### config.mk
export PLATFORM = sky130hd
export DESIGN_NAME = line_rr_arbiter
export DESIGN_NICKNAME = d
export VERILOG_FILES = /design/src/rtl/line_rr_arbiter_pkg.sv /design/src/rtl/line_rr_arbiter_rr_pick2.sv /design/src/rtl/line_rr_arbiter.sv
export SDC_FILE = /design/constraint.sdc
export NUM_CORES = 1
export LEC_CHECK = 0
export CAP_MARGIN = 10
export CORE_AREA = 2 2 631 633
export DETAILED_ROUTE_END_ITERATION = 8
export DIE_AREA = 0 0 633 635
export REMOVE_ABC_BUFFERS = 1
export SLEW_MARGIN = 30
export SYNTH_ARGS = -nofsm -noshare
export SYNTH_HDL_FRONTEND = slang
export SYNTH_SLANG_ARGS = --single-unit
### constraint.sdc
create_clock -name clk -period 1.95 [get_ports clk]
set_input_delay 0.4875 -clock clk [delete_from_list [all_inputs] [get_ports clk]]
set_output_delay 0.4875 -clock clk [all_outputs]
set_load 0.03 [all_outputs]
### src/rtl/line_rr_arbiter_pkg.sv
// Shared types for the two-way cacheline arbiter: FSM states, requester
// identities and the latched line request.
package arb_pkg;

  localparam int ARB_LINE_W = 256;
  localparam int ARB_ADDR_W = 32;

  typedef enum logic [1:0] {
    IDLE    = 2'd0,
    SERVE_I = 2'd1,
    SERVE_D = 2'd2
  } arb_state_t;

  // Bit position in the request vector doubles as the enum value.
  typedef enum logic {
    REQ_I = 1'b0,
    REQ_D = 1'b1
  } requester_t;

  typedef struct packed {
    logic [ARB_ADDR_W-1:0] addr;
    logic [ARB_LINE_W-1:0] wdata;
    logic                  write;
  } line_req_t;

endpackage

### src/rtl/line_rr_arbiter_rr_pick2.sv
// Combinational two-way round-robin picker. On a tie the requester that
// was not granted last time wins; a lone requester always wins.
module rr_pick2
  import arb_pkg::*;
(
  input  logic [1:0] req,
  input  requester_t last,
  output requester_t grant,
  output logic       valid
);

  // Pick a winner from the pending set and the previous grant.
  always_comb begin
    valid = |req;
    grant = REQ_I;
    if (req == 2'b11) begin
      grant = (last == REQ_I) ? REQ_D : REQ_I;
    end else if (req[1]) begin
      grant = REQ_D;
    end
  end

endmodule

### src/rtl/line_rr_arbiter.sv
// Round-robin arbiter between the I-cache and D-cache for the shared
// cacheline adaptor. The winning request is latched on grant, so requester
// inputs are ignored until the adaptor responds. Valid/ready contract: a
// requester holds read/write high until its resp pulse; the adaptor holds
// its command from req_q until arb_mem_resp, which is a one-cycle pulse.
module line_rr_arbiter
  import arb_pkg::*;
#(
  parameter int LINE_W = 256,
  parameter int ADDR_W = 32
) (
  input  logic              clk,
  input  logic              rst,
  input  logic              arb_icache_read,
  input  logic              arb_icache_write,
  input  logic [ADDR_W-1:0] arb_icache_address,
  input  logic [LINE_W-1:0] arb_icache_wdata,
  output logic              arb_icache_resp,
  output logic [LINE_W-1:0] arb_icache_rdata,
  input  logic              arb_dcache_read,
  input  logic              arb_dcache_write,
  input  logic [ADDR_W-1:0] arb_dcache_address,
  input  logic [LINE_W-1:0] arb_dcache_wdata,
  output logic              arb_dcache_resp,
  output logic [LINE_W-1:0] arb_dcache_rdata,
  output logic              arb_mem_read,
  output logic              arb_mem_write,
  output logic [ADDR_W-1:0] arb_mem_address,
  output logic [LINE_W-1:0] arb_mem_wdata,
  input  logic              arb_mem_resp,
  input  logic [LINE_W-1:0] arb_mem_rdata
);

  arb_state_t state_q, state_d;
  requester_t last_grant_q;
  requester_t pick_grant;
  logic       pick_valid;
  line_req_t  req_q;
  line_req_t  i_req, d_req;
  logic       i_pending, d_pending;

  // Pack each requester's inputs; write takes precedence over read.
  always_comb begin
    i_pending   = arb_icache_read | arb_icache_write;
    d_pending   = arb_dcache_read | arb_dcache_write;
    i_req.addr  = arb_icache_address;
    i_req.wdata = arb_icache_wdata;
    i_req.write = arb_icache_write;
    d_req.addr  = arb_dcache_address;
    d_req.wdata = arb_dcache_wdata;
    d_req.write = arb_dcache_write;
  end

  rr_pick2 u_pick (
    .req   ({d_pending, i_pending}),
    .last  (last_grant_q),
    .grant (pick_grant),
    .valid (pick_valid)
  );

  // State register.
  always_ff @(posedge clk) begin
    if (rst) begin
      state_q <= IDLE;
    end else begin
      state_q <= state_d;
    end
  end

  // Latch the winning request on grant; record the owner on completion.
  always_ff @(posedge clk) begin
    if (rst) begin
      req_q        <= '0;
      last_grant_q <= REQ_I;
    end else begin
      if (state_q == IDLE && pick_valid) begin
        req_q <= (pick_grant == REQ_D) ? d_req : i_req;
      end
      if (state_q == SERVE_I && arb_mem_resp) begin
        last_grant_q <= REQ_I;
      end else if (state_q == SERVE_D && arb_mem_resp) begin
        last_grant_q <= REQ_D;
      end
    end
  end

  // Next-state: grant from IDLE, return to IDLE on adaptor completion.
  always_comb begin
    state_d = state_q;
    case (state_q)
      IDLE: begin
        if (pick_valid) begin
          state_d = (pick_grant == REQ_D) ? SERVE_D : SERVE_I;
        end
      end
      SERVE_I, SERVE_D: begin
        if (arb_mem_resp) begin
          state_d = IDLE;
        end
      end
      default: state_d = IDLE;
    endcase
  end

  // Outputs: commands only from req_q while serving; resp gated by owner
  // and suppressed by a coincident reset.
  always_comb begin
    arb_mem_read    = 1'b0;
    arb_mem_write   = 1'b0;
    arb_mem_address = '0;
    arb_mem_wdata   = '0;
    arb_icache_resp = 1'b0;
    arb_dcache_resp = 1'b0;
    if (state_q == SERVE_I || state_q == SERVE_D) begin
      arb_mem_read    = ~req_q.write;
      arb_mem_write   = req_q.write;
      arb_mem_address = req_q.addr;
      arb_mem_wdata   = req_q.wdata;
    end
    arb_icache_resp = arb_mem_resp && !rst && (state_q == SERVE_I);
    arb_dcache_resp = arb_mem_resp && !rst && (state_q == SERVE_D);
  end

  // Read data fans out to both caches; resp alone qualifies it.
  assign arb_icache_rdata = arb_mem_rdata;
  assign arb_dcache_rdata = arb_mem_rdata;

endmodule

## Yosys cells after proc, flatten, opt, wreduce, memory -nomap -nowiden

Index checks and enable logic that the tools add are counted.

- Flip-flop bits (word level): 292
- Input bits: 839
- Output and inout bits: 804
- Word-level logic and storage cells: 38

- Eq/ne operators: 5
- Muxes and demuxes: 12
- Bitwise gates (word level): 3
- Reduce and logical (&&, ||, !) cells: 13

Operators by type and width:

| kind | number |
|---|---|
| $mux W289 | 1 |
| $mux W256 | 1 |
| $mux W32 | 1 |
| $logic_and A1 B1 Y1 | 6 |
| $mux W2 | 3 |
| $reduce_or A2 Y1 | 3 |
| $mux W1 | 5 |
| $eq A2 B2 Y1 const B | 2 |
| $ne A2 B2 Y1 const B | 2 |
| $pmux W2 S2 | 1 |
| $eq A2 B1 Y1 const B | 1 |
| $logic_not A2 Y1 | 1 |
| $or A1 B1 Y1 | 2 |
| $reduce_and A2 Y1 | 1 |
| $logic_not A1 Y1 | 1 |
| $logic_or A1 B1 Y1 | 1 |
| $not A1 Y1 | 1 |

## Longest topological paths before layout

Gate-level depths: netlist (run 1).

- Word-level depth: 6
- Mapped depth: 8
- Gate-level depth less buffers: 5

## Hierarchy

A second synthesis (run 1) with hierarchy kept.

- Cells, all modules: 2,148
- Area, all modules: 19,786.5 um^2

By module, submodules not included:

| module | times used | cells each | area an instance (um^2) |
|---|---|---|---|
| line_rr_arbiter | 1 | 2,146 | 19,772.7 |
| rr_pick2 | 1 | 2 | 13.8 |

## Worst setup path before layout (run 1)

OpenSTA, ideal clock, no wires.

- Kind: reg-to-output
- Start: register state_q[0]
- End: output arb_mem_read
- Data arrival time: 1.620 ns
- Path slack: -0.157 ns
- Stages on the path, launching flop included: 6
- Cell sequence: dfxtp_1 -> inv_1 -> ha_1 -> clkbuf_1 -> clkbuf_1 -> nor2b_1

- Cells in the longest elaborated chain, start to end: 3

RTL lines:

| what | line | RTL |
|---|---|---|
| start: declaration | line_rr_arbiter.sv:34 | `arb_state_t state_q, state_d;` |
| start signal: assignment | line_rr_arbiter.sv:66 | `state_q <= state_d;` |
| $eq A2 B1 Y1 / $eq A2 B2 Y1 (equally long branches) | line_rr_arbiter.sv:114 | `if (state_q == SERVE_I \|\| state_q == SERVE_D) begin` |
| $logic_or A1 B1 Y1 (*) | line_rr_arbiter.sv:114 |  |
| $mux W1 (*) | line_rr_arbiter.sv:114 |  |
| end: declaration | line_rr_arbiter.sv:26 | `output logic arb_mem_read,` |

Every way passes the cells marked *; elsewhere a longest branch is shown, timed or not.

## Final worst setup path (run 1)

- Start: register state_q[1]
- End: output arb_mem_wdata[195]

- Cells in the longest elaborated chain, start to end: 3

RTL lines:

| what | line | RTL |
|---|---|---|
| $eq A2 B1 Y1 / $eq A2 B2 Y1 (equally long branches) | line_rr_arbiter.sv:114 |  |
| $logic_or A1 B1 Y1 (*) | line_rr_arbiter.sv:114 |  |
| $mux W256 (*) | line_rr_arbiter.sv:114 |  |
| end: declaration | line_rr_arbiter.sv:29 | `output logic [LINE_W-1:0] arb_mem_wdata,` |

Marks and branches as above.

==> flow_summary.ini, run 1 <==
[critical_path]
cp-end-kind = primary output
crit_required_ns = 1.46
start_kind = register
critPathKind = reg -> out
r2r_slack_ns = 0.16
crit_fanout = 9
critPathArrivalTime_ns = 2.36

[routing]
drt-met1-wl_mm = 108.4
drc = 0
via_count = 21453
firstDrtPassIters = 5
dr_wl_met3_mm = 113.6
met2WireLength_mm = 162.5
top_layer_used = met5
antenna_left = 0
drt_iter0_markers = 2440
wire_per_inst_um = 51.78
viasPerCell = 2.737
wirelength_mm = 405.9

[clock_network]
numClockSinks = 292
numCtsBuffers = 47
hold_buffers = 0
clk_transition_reported_paths_ns = 0.06
clk_latency_ns = 0.75
ctsLongestPathBuffers = 3
cts_max_level = 2
cts_root_buf = clkbuf_16
tritoncts = built

[global_routing]
antenna_found_initial = 206
grt.overflow.total = 0
gr-usage-all-layers = 0.1944
grt_max_degree = 130
grt_first_pass_wirelength_mm = 448.3
first_global_vias = 18457

[status]
status = finished, violations left
violations = setup timing

[hold_path]
hold_class = in -> reg

[sta]
setup-violations-final = 292
rsz0062_at_grt = true
hold_violations = 0
min_period_over_period = 1.463
worstMarginPinSlew_ns = 0.7473
layout_min_cycle_time_ns = 2.852
max_freq_ghz = 0.3506
slew_headroom = 0.5018
clock_skew_ns = 0.09951
slew_violations = 0
setup_tns_ns = -234.21
layout_setup_ws_ns = -0.9023

[finish]
final_common_cell = clkdlybuf4s50_1
drive_gt1_frac = 0.3719
nNetsFinal = 3379
syn_to_final_growth_pct = 93.64
mostFrequentLayoutCells = 581 x clkdlybuf4s50_1, 290 x dfxtp_1, 280 x buf_12, 268 x a21oi_1

[floorplanning]
io_pins = 1643
initial_core_util = 0.04625
dieWidth_um = 633
die_h_um = 635
dieArea_um2 = 402000
coreArea_um2 = 394800
rows = 231

[flow_run]
max_cap_violations = 0

[power_and_ir_drop]
p_per_area_nw_per_um2 = 957.3
p_leak_nw = 12.09
finalPower_w = 0.03385
ir_drop_mv = 0.8775

[place]
place.gp.congestion = 1.076
place.detailed.hpwl_mm = 360.7
pre_cts_slack_ns = -0.5341
port_buffers = 874

[synth]
syn_area_per_cell_um2 = 8.388
syn_inst = 2177
yosys_warnings = 0
yosysSeqAreaShare = 0.3201
synth_cell_type_count = 27
ys_seq_elements = 292
syn-cell-area_um2 = 18260
==> cell type report <==
| class | instances | area [um2] |
|---|---|---|
| sequential | 292 | 5848 |
| fill | 45786 | 359500 |
| clock buffer | 63 | 1316 |
| inverter | 268 | 1006 |
| timing repair buffer | 991 | 12850 |
| clock inverter | 25 | 329.1 |
| antenna | 21 | 52.55 |
| multi-input combinational | 937 | 7398 |
| tap | 5242 | 6559 |
==> critical path: stages, from the launching register on <==
cell       delay, ns
dfxtp_2         0.33
inv_2           0.05
ha_4            0.24
buf_12          0.15
buf_16          0.16
buf_4           0.17
clkbuf_16       0.15
and2_4          0.17
buf_12          0.13
==> stage by stage <==
stage	utilization	instances	cell area, um2	hold slack (ns)
6_report	0.08956	7839	35360	0.09356
2_1_floorplan	-	1497	13720	0.4686
3_5_place_dp	0.08216	7702	32440	0.4930
3_3_place_gp	0.08216	7702	32440	0.4867
5_1_grt	0.08948	7826	35330	0.06511
4_1_cts	0.08835	7803	34880	0.02654
==> routing by layer <==
layer | GRT usage | vias up
met5 | 0.1627 | -
met4 | 0.04213 | 155
met3 | 0.2596 | 590
met2 | 0.2777 | 3307
met1 | 0.1463 | 9782
li1 | - | 7619
==> state kept, by name, summed over array words and instances, names as in the netlist <==
register,cells
req_q,289
state_q,2
last_grant_q,1
==> what timing repair did <==
action / CTS / global route
pin swaps: 24 / 4
endpoints found under the setup margin: 292 / 292
endpoints found under the hold margin: 0 / 0
cloned: 8 / 8
gates resized for setup: 193 / 87
setup buffers: 8 / 13
==> where the power goes <==
| group | switching [W] | leakage (nW) | total (W) | internal, W |
|---|---|---|---|---|
| clock | 0.00420 | 0.788 | 0.00955 | 0.00535 |
| sequential | 0.000988 | 2.44 | 0.00819 | 0.00720 |
| combinational | 0.00846 | 8.87 | 0.0161 | 0.00765 |
| total | 0.0136 | 12.1 | 0.0338 | 0.0202 |
==> logic make-up after synthesis <==
family,after synthesis,synth area share
buf+inv,948,0.3040
flops,292,0.3201
fa+ha+maj,3,0.002056
simple gates,323,0.1074
compound gates,611,0.2664
==> synthesized netlist by cell type, drive strengths merged <==
library cell / number / area, um2
nor2: 24 / 90.09
a211oi: 23 / 172.7
clkbuf: 102 / 382.9
a21oi: 268 / 1341
o221a: 267 / 3007
o21ai: 23 / 115.1
nand3: 1 / 5.000
o21a: 1 / 7.510
o32ai: 2 / 17.52
o221ai: 1 / 15.01
buf: 578 / 4162
nor2b: 3 / 18.77
a31oi: 24 / 150.1
o41ai: 1 / 27.53
o41a: 1 / 11.26
ha: 3 / 37.54
inv: 268 / 1006
and2: 289 / 1808
nand2: 1 / 3.750
dfxtp: 292 / 5846
or2: 2 / 12.51
nand2b: 1 / 6.260
and3b: 2 / 17.52
==> path summary, 6_finish.rpt <==
check	start	end	cells past startpoint
max	state_q[1]	arb_mem_wdata[195]	8
min	rst	last_grant_q	2
max reg2reg	state_q[1]	req_q[71]	7
min reg2reg	req_q[256]	req_q[256]	2
No activity file was read; power rests on OpenSTA's default activity.
==> run 2: changes to the inputs <==
--- a/config.mk
+++ b/config.mk
@@ -7,6 +7,7 @@
 export LEC_CHECK = 0
 export CAP_MARGIN = 10
 export CORE_AREA = 2 2 631 633
+export CTS_CLUSTER_SIZE = 28
 export DETAILED_ROUTE_END_ITERATION = 8
 export DIE_AREA = 0 0 633 635
 export REMOVE_ABC_BUFFERS = 1
==> results of run 2 <==
No change in the layout: final DEF, timing and power equal those of run 1.
